<file path="config.mk">
export PLATFORM = sky130hd
export DESIGN_NAME = instr_reg_stim_driver
export DESIGN_NICKNAME = d
export VERILOG_FILES = /design/src/rtl/instr_reg_stim_driver.sv
export SDC_FILE = /design/constraint.sdc
export NUM_CORES = 1
export LEC_CHECK = 0
export BUFFER_PORTS_ARGS = -buffer_cell sky130_fd_sc_hd__buf_4
export CAP_MARGIN = 20
export CORE_ASPECT_RATIO = 0.7
export CORE_MARGIN = 4
export CORE_UTILIZATION = 60
export CTS_CLUSTER_DIAMETER = 200
export DETAILED_ROUTE_END_ITERATION = 10
export GPL_TIMING_DRIVEN = 0
export HOLD_SLACK_MARGIN = 0.08
export PLACE_DENSITY = 0.9
export SYNTH_ARGS = -nofsm -noshare
export SYNTH_HDL_FRONTEND = slang
export SYNTH_SLANG_ARGS = --single-unit
</file>
<file path="constraint.sdc">
create_clock -name clk -period 21.7 [get_ports clk]
set_clock_uncertainty 0.2 [all_clocks]
set_input_delay 1.085 -clock clk [delete_from_list [all_inputs] [get_ports clk]]
set_output_delay 1.085 -clock clk [all_outputs]
set_load 0.01 [all_outputs]
</file>
<file path="src/rtl/instr_reg_stim_driver.sv">
// ----------------------------------------------------------------------------
// instr_reg_stim_driver
//
// Stimulus driver for the instruction-register DUT family, for emulation or
// FPGA benches where a procedural driver task cannot run. Instruction
// transactions are accepted on a valid/ready port and buffered in a FIFO.
// They are then driven onto the DUT control pins one per cycle, optionally
// separated by a programmable number of idle cycles. A timed DUT reset
// sequence is generated after the driver's own reset and whenever
// start_reset is requested.
//
// Ports
//   clk, reset_n        clock, asynchronous active-low reset
//   s_valid / s_ready   transaction handshake (s_ready = FIFO not full)
//   s_*                 transaction fields: reset_n, load_en, write/read
//                       pointers, operands A/B, opcode
//   gap_cycles          idle cycles inserted after each driven transaction
//   start_reset         request a DUT reset sequence
//   dut_*               registered drive onto the DUT pins
//   busy                FSM not idle or FIFO not empty
//   fifo_level          current FIFO occupancy
//   sent_count          number of transactions driven (wraps)
// ----------------------------------------------------------------------------
module instr_reg_stim_driver #(
   parameter int NUM_REGS   = 32,
   parameter int OPERAND_W  = 32,
   parameter int OPCODE_W   = 4,
   parameter int FIFO_DEPTH = 8,
   parameter int GAP_W      = 4,
   parameter int RST_CYCLES = 2,
   localparam int PTR_W     = $clog2(NUM_REGS),
   localparam int LVL_W     = $clog2(FIFO_DEPTH) + 1
) (
   input  logic                 clk,
   input  logic                 reset_n,
   input  logic                 s_valid,
   output logic                 s_ready,
   input  logic                 s_reset_n,
   input  logic                 s_load_en,
   input  logic [PTR_W-1:0]     s_write_pointer,
   input  logic [PTR_W-1:0]     s_read_pointer,
   input  logic [OPERAND_W-1:0] s_operand_a,
   input  logic [OPERAND_W-1:0] s_operand_b,
   input  logic [OPCODE_W-1:0]  s_opcode,
   input  logic [GAP_W-1:0]     gap_cycles,
   input  logic                 start_reset,
   output logic                 dut_reset_n,
   output logic                 dut_load_en,
   output logic [PTR_W-1:0]     dut_write_pointer,
   output logic [PTR_W-1:0]     dut_read_pointer,
   output logic [OPERAND_W-1:0] dut_operand_a,
   output logic [OPERAND_W-1:0] dut_operand_b,
   output logic [OPCODE_W-1:0]  dut_opcode,
   output logic                 busy,
   output logic [LVL_W-1:0]     fifo_level,
   output logic [15:0]          sent_count
);

   localparam int AW    = $clog2(FIFO_DEPTH);
   localparam int RST_W = $clog2(RST_CYCLES + 1);

   typedef struct packed {
      logic                 reset_n;
      logic                 load_en;
      logic [PTR_W-1:0]     wptr;
      logic [PTR_W-1:0]     rptr;
      logic [OPERAND_W-1:0] opa;
      logic [OPERAND_W-1:0] opb;
      logic [OPCODE_W-1:0]  opcode;
   } entry_t;

   typedef enum logic [1:0] {RST_SEQ, IDLE, DRIVE, GAP} state_e;

   // FIFO storage and control
   entry_t          mem [FIFO_DEPTH];
   entry_t          s_entry;
   logic [AW-1:0]   wr_ptr_q, rd_ptr_q;
   logic [LVL_W-1:0] count_q;
   logic            full, empty, push, pop;

   // Driver FSM state
   state_e          state_q, state_d;
   logic [RST_W-1:0] rst_cnt_q, rst_cnt_d;
   logic [GAP_W-1:0] gap_cnt_q, gap_cnt_d;
   logic [15:0]     sent_q, sent_d;
   entry_t          out_q, out_d;
   logic            go_rst;

   always_comb begin
      s_entry         = '0;
      s_entry.reset_n = s_reset_n;
      s_entry.load_en = s_load_en;
      s_entry.wptr    = s_write_pointer;
      s_entry.rptr    = s_read_pointer;
      s_entry.opa     = s_operand_a;
      s_entry.opb     = s_operand_b;
      s_entry.opcode  = s_opcode;
   end

   assign full  = (count_q == LVL_W'(FIFO_DEPTH));
   assign empty = (count_q == '0);
   // s_ready depends only on the registered level, so a pop in the same
   // cycle never lets a push into a full FIFO.
   assign push  = s_valid && !full;

   always_ff @(posedge clk) begin
      if (push) begin
         mem[wr_ptr_q] <= s_entry;
      end
   end

   always_ff @(posedge clk or negedge reset_n) begin
      if (!reset_n) begin
         wr_ptr_q <= '0;
         rd_ptr_q <= '0;
         count_q  <= '0;
      end else begin
         if (push) wr_ptr_q <= wr_ptr_q + AW'(1);
         if (pop)  rd_ptr_q <= rd_ptr_q + AW'(1);
         case ({push, pop})
            2'b10:   count_q <= count_q + LVL_W'(1);
            2'b01:   count_q <= count_q - LVL_W'(1);
            default: count_q <= count_q;
         endcase
      end
   end

   // Next-state logic. go_rst and pop are decided per state, then applied
   // once below so every path that starts a sequence or pops behaves alike.
   always_comb begin
      state_d   = state_q;
      rst_cnt_d = rst_cnt_q;
      gap_cnt_d = gap_cnt_q;
      sent_d    = sent_q;
      out_d     = out_q;
      go_rst    = 1'b0;
      pop       = 1'b0;

      case (state_q)
         RST_SEQ: begin
            out_d.reset_n = 1'b0;
            out_d.load_en = 1'b0;
            rst_cnt_d     = rst_cnt_q - RST_W'(1);
            if (rst_cnt_q <= RST_W'(1)) begin
               state_d       = IDLE;
               out_d.reset_n = 1'b1;
            end
         end
         IDLE: begin
            out_d.load_en = 1'b0;
            out_d.reset_n = 1'b1;
            if (start_reset) go_rst = 1'b1;
            else if (!empty) pop = 1'b1;
         end
         DRIVE: begin
            if (start_reset) begin
               go_rst = 1'b1;
            end else if (gap_cycles != '0) begin
               gap_cnt_d     = gap_cycles;
               out_d.load_en = 1'b0;
               out_d.reset_n = 1'b1;
               state_d       = GAP;
            end else if (!empty) begin
               pop = 1'b1;
            end else begin
               out_d.load_en = 1'b0;
               out_d.reset_n = 1'b1;
               state_d       = IDLE;
            end
         end
         GAP: begin
            out_d.load_en = 1'b0;
            gap_cnt_d     = gap_cnt_q - GAP_W'(1);
            if (start_reset) begin
               go_rst = 1'b1;
            end else if (gap_cnt_q <= GAP_W'(1)) begin
               if (!empty) pop = 1'b1;
               else        state_d = IDLE;
            end
         end
         default: state_d = RST_SEQ;
      endcase

      if (go_rst) begin
         state_d       = RST_SEQ;
         rst_cnt_d     = RST_W'(RST_CYCLES);
         out_d.reset_n = 1'b0;
         out_d.load_en = 1'b0;
      end else if (pop) begin
         out_d   = mem[rd_ptr_q];
         sent_d  = sent_q + 16'd1;
         state_d = DRIVE;
      end
   end

   always_ff @(posedge clk or negedge reset_n) begin
      if (!reset_n) begin
         state_q   <= RST_SEQ;
         rst_cnt_q <= RST_W'(RST_CYCLES);
         gap_cnt_q <= '0;
         sent_q    <= '0;
         out_q     <= '0;
      end else begin
         state_q   <= state_d;
         rst_cnt_q <= rst_cnt_d;
         gap_cnt_q <= gap_cnt_d;
         sent_q    <= sent_d;
         out_q     <= out_d;
      end
   end

   assign s_ready           = !full;
   assign busy              = (state_q != IDLE) || !empty;
   assign fifo_level        = count_q;
   assign sent_count        = sent_q;
   assign dut_reset_n       = out_q.reset_n;
   assign dut_load_en       = out_q.load_en;
   assign dut_write_pointer = out_q.wptr;
   assign dut_read_pointer  = out_q.rptr;
   assign dut_operand_a     = out_q.opa;
   assign dut_operand_b     = out_q.opb;
   assign dut_opcode        = out_q.opcode;

endmodule

</file>
======== After elaboration in Yosys (flattened, before gate mapping) ========
Memories as Yosys holds them, arrays and structs flattened.
Cells that the tools add are included.
storage, ports and cells
  flip-flop bits (word level) ............. 114
  input bits .............................. 88
  logic and storage cells ................. 92
  memories ................................ 1
  output and inout bits ................... 102
  RAM bits ................................ 640
operators by class
  mux-type cells .......................... 34
  reduce and logical (&&, ||, !) cells .... 19
  $lt $le $gt $ge ......................... 2
  add/subtract/negate cells ............... 7
  bitwise logic cells ..................... 1
  equal/unequal tests ..................... 14
memory list
  name  words  bits a word  read ports  clocked after Yosys merged registers in  write ports  line  RTL
  mem   8      80           1           0                                        1            75    entry_t mem [FIFO_DEPTH];
operator list
  cell                                                                               count
  80-bit 2-to-1 mux                                                                  1
  2-bit 2-to-1 mux                                                                   14
  16-bit by 1-bit adder with 16-bit output (second input constant)                   1
  4-bit != test (second input constant)                                              4
  4-bit case mux with 2 select lines                                                 2
  1-bit 2-to-1 mux                                                                   11
  5-bit nonzero test                                                                 2
  4-bit 2-to-1 mux                                                                   2
  4-bit by 1-bit subtractor with 4-bit output (second input constant)                2
  3-bit by 1-bit adder with 3-bit output (second input constant)                     2
  2-bit equality test (second input constant)                                        3
  1-bit case mux with 3 select lines                                                 2
  2-bit case mux with 3 select lines                                                 1
  3-bit AND reduction                                                                2
  2-bit nonzero test                                                                 3
  3-bit OR reduction                                                                 2
  5-bit != test (second input constant)                                              1
  5-bit AND reduction                                                                1
  4-bit by 1-bit adder with 4-bit output (second input constant)                     1
  2-bit by 1-bit equality test with 1-bit output (second input constant)             2
  4-bit equality test (second input constant)                                        1
  4-bit by 1-bit less-or-equal comparator with 1-bit output (second input constant)  1
  4-bit logical NOT                                                                  1
  2-bit != test (second input constant)                                              2
  11 further kinds                                                                   13

======== Logic depth before layout (Yosys ltp) ========
Gate-level depths: netlist of run 1.
  word-level depth ........................ 7
  gate-level depth with buffers ........... 17
  mapped depth without buffers ............ 13

======== Worst setup path after synthesis of run 1 ========
No wires, ideal clock.
  path type ............................... input-to-reg
  start point ............................. input s_valid
  end point ............................... memory mem[0][0] (netlist bit), enable pin
  path buffers ............................ 0
  setup slack ............................. 13.944 ns
  stages .................................. 3
  setup time .............................. 0.616 ns
  data arrival time ....................... 6.940 ns
  required time ........................... 20.884 ns
  path through ............................ nand2_1 or2_2 nor3_1
on the way
  longest elaborated chain between the ends .. 3
ends and longest elaborated chain
  element                                 line  RTL
  from (decl)                             36    input logic s_valid,
  1-bit logical AND                       104   assign push = s_valid && !full;
  1-bit 2-to-1 mux                        107   if (push) begin
  1-bit 2-to-1 mux (not written as such)  108   mem[wr_ptr_q] <= s_entry;
  to (decl)                               75
Every way passes these cells.

======== Final worst setup path of run 1 ========
  start point ............................. register count_q[0], in the netlist fifo_level[0]
  end point ............................... memory mem[0][36] (netlist bit), enable pin
on the way
  longest elaborated chain between the ends .. 5
ends and longest elaborated chain
  element                                 line  RTL
  from (decl)                             78    logic [LVL_W-1:0] count_q;
  from (signal assigned)                  121   2'b10: count_q <= count_q + LVL_W'(1);
  from (signal assigned)                  122   2'b01: count_q <= count_q - LVL_W'(1);
  from (signal assigned)                  123   default: count_q <= count_q;
  4-bit equality test                     100   assign full = (count_q == LVL_W'(FIFO_DEPTH));
  1-bit logical NOT                       104
  1-bit logical AND                       104
  1-bit 2-to-1 mux                        107
  1-bit 2-to-1 mux (not written as such)  108
Every way passes these cells.

==> run_results.csv, run 1 <==
group,metric,value,unit
worst_setup_path,reg2reg_from,"fifo_level[0]",
cells_and_area,final_cells,2351,
synthesis,postSynth.asyncResetShare,0.151,
placement,gp_congestion,0.801,
timing,period_share,0.171,
detailed_routing,avgViaCountPerCell,6.29,
worst_setup_path,start_kind,"register",
placement,detailedPlace.worstSlack,17.61,ns
worst_setup_path,worst-path-buf-inv,6,
worst_setup_path,path_max_fanout,9,
cts,clkSinkCount,754,
synthesis,synth-seq-area-share,0.769,
worst_setup_path,critPathTopFamily,"simple AND/OR/NAND/NOR gates",
global_route,grt_max_degree,74,
detailed_routing,wl_per_cell,27.4,um
run_status,status,"completed",
synthesis,synth_area,28700,um^2
hold_path,hold_class,"in -> async",
pwr,vdd_drop_max,0.0000831,V
synthesis,syn_nets,1483,
synthesis,syn_inst,1382,
placement,io_buffers,189,
detailed_routing,first_iter_violations,1664,
cts,hold_buffers,0,
global_route,grt_pass1_wl,98.2,mm
cts,cts_tree,"yes",
pwr,power.leakage,11.7,nW
floorplan,design.core.area,46800,um^2
cells_and_area,finalInstanceArea,33800,um^2
timing,rsz0062_at_grt,"no",
cells_and_area,drive_gt1_frac,0.318,
timing,holdWs,0.228,ns
timing,tightest_slew,1.00,ns
floorplan,fp-row-count,66,
cells_and_area,fillCellCount,2601,
cts,h-tree-depth,3,
worst_setup_path,rr_endpoint,"mem[0][36]",
synthesis,syn_avg_cell_area,20.8,um^2
worst_setup_path,path_cells,"nor3_1 > nand2_1 > nand2_1 > or2_2 > nor3_2 > buf_6 > buf_6 > buf_6 > buf_6 > buf_6 > buf_6",
synthesis,synth_warnings,0,
pwr,power.total,4.60,mW
global_route,antenna_found_initial,4,
synthesis,ys_types,51,
worst_setup_path,cp_common_cell,"buf_6",
floorplan,die_area,51400,um^2
timing,relSlewSlack,0.331,
detailed_routing,drc_errors,0,
cts,insertion_delay,0.59,ns
timing,fin_crit,3.72,ns
detailed_routing,first_pass_iters,5,
worst_setup_path,critPathRequiredTime,21.80,ns
detailed_routing,ant_nets,0,
cts,post_cts_buffers,0,
worst_setup_path,ff2ff_setup_slack,17.98,ns
cells_and_area,syn2layout_area_growth,17.8,%
timing,hold_viol_final,0,
cts,cts.repair.resized,0,
cells_and_area,nets,1782,
cts,cts_root_buffer,"clkbuf_16",
timing,fmax,269,MHz
synthesis,ys_ff_latch,754,
cells_and_area,post-route-util,0.722,
worst_setup_path,reg2reg_depth,11,
floorplan,ios,190,
pwr,p_per_area,136,nW/um^2
floorplan,fp.dieW,269,um
floorplan,die_y,191,um
placement,dp.cells,2222,
floorplan,floorplan.initialDensity,0.613,
global_route,grt_use_total,0.258,
global_route,grt_pass1_vias,15600,
synthesis,synth_edf_count,640,
timing,finalSetupTns,0,ns
global_route,grt_overflow_total,0,
worst_setup_path,crit_type,"reg -> reg",
cts,clk_pin_slew,0.06,ns
worst_setup_path,end_kind,"register",
placement,place_area,31600,um^2
job,drv_cap,0,
worst_setup_path,cp.arrival,3.82,ns
timing,drv_slew,0,
timing,setup_viol,0,
detailed_routing,totalWireLength,64.3,mm
detailed_routing,vias,14800,
synthesis,synth-main-ff-cell,"edfxtp_1",
placement,dp_hpwl,39.5,mm
cts,numCtsBuffers,69,
worst_setup_path,cpPeakStageDelay,0.69,ns
cts,clock_path_buffers,3,
timing,layout_setup_ws,17.98,ns
worst_setup_path,cp_slowest_cell,"nor3_2",
## cell usage in the layout (no fill, tap or decap), drive strengths merged, types with 8 or more instances in the layout
| cell | instances |
|---|---|
| a21oi | 88 |
| buf | 273 |
| clkbuf | 118 |
| clkinv | 21 |
| dfrtp | 113 |
| edfxtp | 640 |
| ha | 13 |
| inv | 14 |
| mux2i | 79 |
| mux4 | 160 |
| nand2 | 22 |
| nand3 | 8 |
| nor2 | 93 |
| nor3 | 9 |
| xnor2 | 15 |
| xor2 | 8 |
## metal layers
metal	global-route usage	up-vias	share of wire	wire, um
met3	0.0531	121	0.089	5720
met2	0.425	799	0.50	32100
met4	0.0780	8	0.026	1700
li1	-	6176	-	-
met1	0.358	7681	0.39	24800
met5	0	-	0.00073	47
## worst reg2reg max path: cells and delay by family (launching register included)
| kind | cells | cell delay [ns] |
|---|---|---|
| AND/OR/NAND/NOR | 5 | 1.54 |
| buffers and inverters | 6 | 1.16 |
| flip-flops | 1 | 0.55 |
## Yosys cell counts (2+ instances only)
cell type | number | area (um^2)
a21oi_1 | 88 | 440
a2bb2oi_1 | 2 | 17.5
and2_1 | 3 | 18.8
and3_1 | 3 | 18.8
and4_1 | 3 | 26.3
buf_1 | 2 | 7.51
buf_2 | 28 | 140
buf_4 | 2 | 15.0
buf_6 | 13 | 146
clkbuf_1 | 23 | 86.3
dfrtp_1 | 113 | 2830
edfxtp_1 | 640 | 19200
ha_1 | 13 | 163
inv_1 | 8 | 30.0
mux2_2 | 4 | 45.0
mux2i_1 | 79 | 791
mux4_2 | 160 | 3600
nand2_1 | 22 | 82.6
nand2b_1 | 4 | 25.0
nand3_1 | 8 | 40.0
nor2_1 | 93 | 349
nor2b_1 | 4 | 25.0
nor3_1 | 8 | 40.0
nor4_4 | 2 | 42.5
o21ai_0 | 7 | 35.0
or2_1 | 2 | 12.5
or2_2 | 2 | 12.5
or3_1 | 2 | 12.5
xnor2_1 | 15 | 131
xor2_1 | 8 | 70.1
## state kept, by name, summed over array words and instances (netlist names)
signal / cells
dut_load_en: 1
dut_opcode: 4
dut_operand_a: 32
dut_operand_b: 32
dut_read_pointer: 5
dut_reset_n: 1
dut_write_pointer: 5
fifo_level: 4
gap_cnt_q: 4
mem: 640
rd_ptr_q: 3
rst_cnt_q: 2
sent_count: 16
state_q: 2
wr_ptr_q: 3
## report_power, final
group	switching [mW]	internal (mW)
Clock	0.513	0.676
Combinational	0.777	0.656
Sequential	0.118	1.86
## area by class of cell
type                    count  area [um^2]  share of cell area
flip-flops and latches    754        22100               0.653
multi-input cells         551         6240               0.185
repair buffers            228         2070              0.0613
clock buffers              95         1940              0.0573
well taps                 612          766              0.0227
plain buffers              68          395              0.0117
clock inverters            32          268             0.00792
inverters                   9         33.8             0.00100
diodes                      2         5.00            0.000148
## worst max path at each step
| stage | startpoint | depth (start not counted) | to | slack [ns] |
|---|---|---|---|---|
| 5_1_grt | fifo_level[0] | 11 | mem[0][30] | 17.81 |
| 3_3_place_gp | s_valid | 4 | mem[0][36] | 8.73 |
| 2_1_floorplan | s_valid | 3 | mem[0][0] | 13.94 |
| 3_5_place_dp | s_valid | 10 | mem[0][30] | 17.61 |
| 6_report | fifo_level[0] | 11 | mem[0][36] | 17.98 |
| 4_1_cts | fifo_level[0] | 11 | mem[0][30] | 17.98 |
## logic make-up after synthesis
| group | count (synthesis) | synth area share |
|---|---|---|
| muxes | 243 | 0.155 |
| buffers and inverters | 77 | 0.0150 |
| adders and majority gates | 13 | 0.00567 |
| and+or+nand+nor | 163 | 0.0269 |
| DFF | 754 | 0.769 |
| xor gates and xnor gates | 23 | 0.00702 |
| AOI/OAI and AO/OA | 109 | 0.0213 |
No activity file was read; power rests on OpenSTA's default activity.
==> run 2: changes to the inputs <==
Clock period 21.7 ns to 3.5 ns, I/O delays scaled along.
==> run 2 against run 1 <==
Against the previous run: sequential power rose to 6.2 times the previous value; total power rose to 6.2 times the previous value; sequential share of layout area down 1.8 points; critical path depth up 5; design area up 2.8%; combinational power rose to 6.4 times the previous value; via count up 3.2%; clock-buffer cell count up 2; critical endpoint is now fifo_level[2]; largest cell class unchanged; largest power group unchanged.
==> run_results.csv, run 2 (synthesized netlist as in run 1, its figures left out) <==
group,metric,value,unit
pwr,p_per_area,826,nW/um^2
detailed_routing,avgViaCountPerCell,6.28,
worst_setup_path,cpPeakStageDelay,0.38,ns
pwr,vdd_drop_max,0.000446,V
cells_and_area,max_flop_register,"mem",
run_status,status,"completed",
global_route,grt_max_degree,90,
worst_setup_path,critPathTopFamily,"buffers and inverters",
floorplan,fp.dieW,269,um
hold_path,min_delay_worst_endpoint,"mem[6][24]",
placement,gp_congestion,0.835,
placement,io_buffers,189,
pwr,power.total,28.7,mW
detailed_routing,wl_per_cell,27.7,um
detailed_routing,first_iter_violations,1783,
worst_setup_path,cp_slowest_cell,"dfrtp_1",
cts,clkSinkCount,754,
detailed_routing,vias,15300,
global_route,grt_use_total,0.269,
timing,layout_setup_ws,0.155,ns
worst_setup_path,path_max_fanout,11,
floorplan,design.core.area,46800,um^2
global_route,grt_pass1_wl,103,mm
placement,dp_hpwl,39.1,mm
worst_setup_path,end_kind,"register",
cells_and_area,largest_reg_flops,640,
cts,h-tree-depth,3,
floorplan,die_y,191,um
worst_setup_path,rr_endpoint,"fifo_level[2]",
worst_setup_path,cp_common_cell,"xor2_1",
pwr,p_sw,8.97,mW
floorplan,floorplan.initialDensity,0.613,
worst_setup_path,crit_type,"reg -> reg",
pwr,pwr-share-clk,0.252,
cts,cts_tree,"yes",
detailed_routing,first_pass_iters,6,
cts,numCtsBuffers,68,
timing,tightest_slew,0.972,ns
cts,clk_pin_slew,0.07,ns
detailed_routing,totalWireLength,67.3,mm
worst_setup_path,reg2reg_depth,16,
detailed_routing,drc_errors,0,
hold_path,hold_class,"in -> reg",
timing,finalSetupTns,0,ns
job,drv_cap,0,
pwr,power.share.sequential,0.429,
cells_and_area,final_cell_mix,"edfxtp_1 (640), buf_4 (191), mux4_2 (160), dfrtp_1 (111), dlygate4sd3_1 (89)",
timing,setup_viol,0,
global_route,grt_pass1_vias,16000,
cts,cts_root_buffer,"clkbuf_16",
timing,hold_viol_final,0,
floorplan,fp-row-count,66,
pwr,power_frac_comb,0.319,
cells_and_area,layout_commonest_cell,"edfxtp_1",
worst_setup_path,ff2ff_setup_slack,0.16,ns
global_route,grt_overflow_total,0,
worst_setup_path,reg2reg_from,"gap_cnt_q[0]",
floorplan,die_area,51400,um^2
worst_setup_path,worst-path-buf-inv,5,
cts,clock_path_buffers,3,
worst_setup_path,path_cells,"inv_1 > ha_1 > or2_1 > a221oi_4 > or2_1 > buf_6 > inv_2 > buf_8 > buf_6 > ha_4 > xor2_1 > ha_1 > a21oi_1 > xor2_1 > nor2_1 > xor2_1",
timing,fmax,299,MHz
timing,drv_slew,0,
cells_and_area,nets,1862,
timing,relSlewSlack,0.351,
pwr,swShare,0.312,
placement,detailedPlace.worstSlack,0.0114,ns
cells_and_area,drive_gt1_frac,0.305,
detailed_routing,ant_nets,0,
cells_and_area,syn2layout_area_growth,21.1,%
hold_path,whs_path_depth,2,
global_route,antenna_found_initial,5,
worst_setup_path,critPathRequiredTime,3.76,ns
cts,insertion_delay,0.59,ns
timing,period_share,0.956,
pwr,intPower,19.7,mW
worst_setup_path,start_kind,"register",
hold_path,holdCritStartpoint,"s_operand_b[20]",
floorplan,ios,190,
pwr,power.leakage,12.1,nW
worst_setup_path,cp.arrival,3.61,ns
timing,fin_crit,3.34,ns
[run 2: cell type report]
class / count / area (um^2)
multi-input combinational: 551 / 6280
fill: 2477 / 12100
clock buffer: 97 / 1910
buffer: 66 / 392
antenna: 2 / 5.00
inverter: 9 / 33.8
timing repair buffer: 311 / 3060
clock inverter: 27 / 213
tap: 612 / 766
sequential: 754 / 22100
[run 2: worst max path at each step]
stage / startpoint / to / slack (ns) / cells after the start
final: gap_cnt_q[0] / fifo_level[2] / 0.16 / 16
after global routing: gap_cnt_q[0] / fifo_level[2] / -0.01 / 16
after CTS: state_q[0] / fifo_level[2] / 0.04 / 17
after detailed placement: state_q[0] / fifo_level[2] / 0.01 / 17
after global placement: fifo_level[0] / mem[2][67] / -2.21 / 5
after floorplan: fifo_level[1] / mem[2][0] / -0.32 / 6
[run 2: what timing repair did]
| item | 4_1_cts | 5_1_grt |
|---|---|---|
| resized for setup | 1 | 3 |
| hold buffers | 90 | 0 |
| buffers inserted | 0 | 1 |
| setup endpoints to repair | 1 | 3 |
| endpoints found under the hold margin | 780 | 0 |
| pin swaps | 0 | 1 |
[run 2: per-stage QoR]
step                      instance area (um^2)  utilization  hold slack, ns  instances
after floorplan                          28800            -          -0.321       1382
after global placement                   30900        0.661           0.204       2183
after detailed placement                 31700        0.677          -0.119       2214
after CTS                                34700        0.742           0.128       2428
after global routing                     34700        0.742           0.129       2429
final                                    34700        0.742           0.152       2429
[run 2: power groups by stage]
| stage | Clock (mW) | Combinational (mW) | Sequential, mW |
|---|---|---|---|
| global route | 7.73 | 9.82 | 12.4 |
| floorplan | 0 | 5.38 | 12.5 |
| finish | 7.23 | 9.16 | 12.3 |
| global placement | 0 | 8.18 | 12.4 |
| CTS | 7.29 | 9.14 | 12.3 |
| detailed placement | 0 | 8.91 | 12.4 |
[run 2: per-layer routing]
| layer | wire length (um) | GRT usage | share of wire |
|---|---|---|---|
| met3 | 6130 | 0.0591 | 0.091 |
| met1 | 25500 | 0.369 | 0.38 |
| met2 | 33700 | 0.445 | 0.50 |
| met5 | 34 | 0 | 0.00050 |
| met4 | 1940 | 0.0816 | 0.029 |
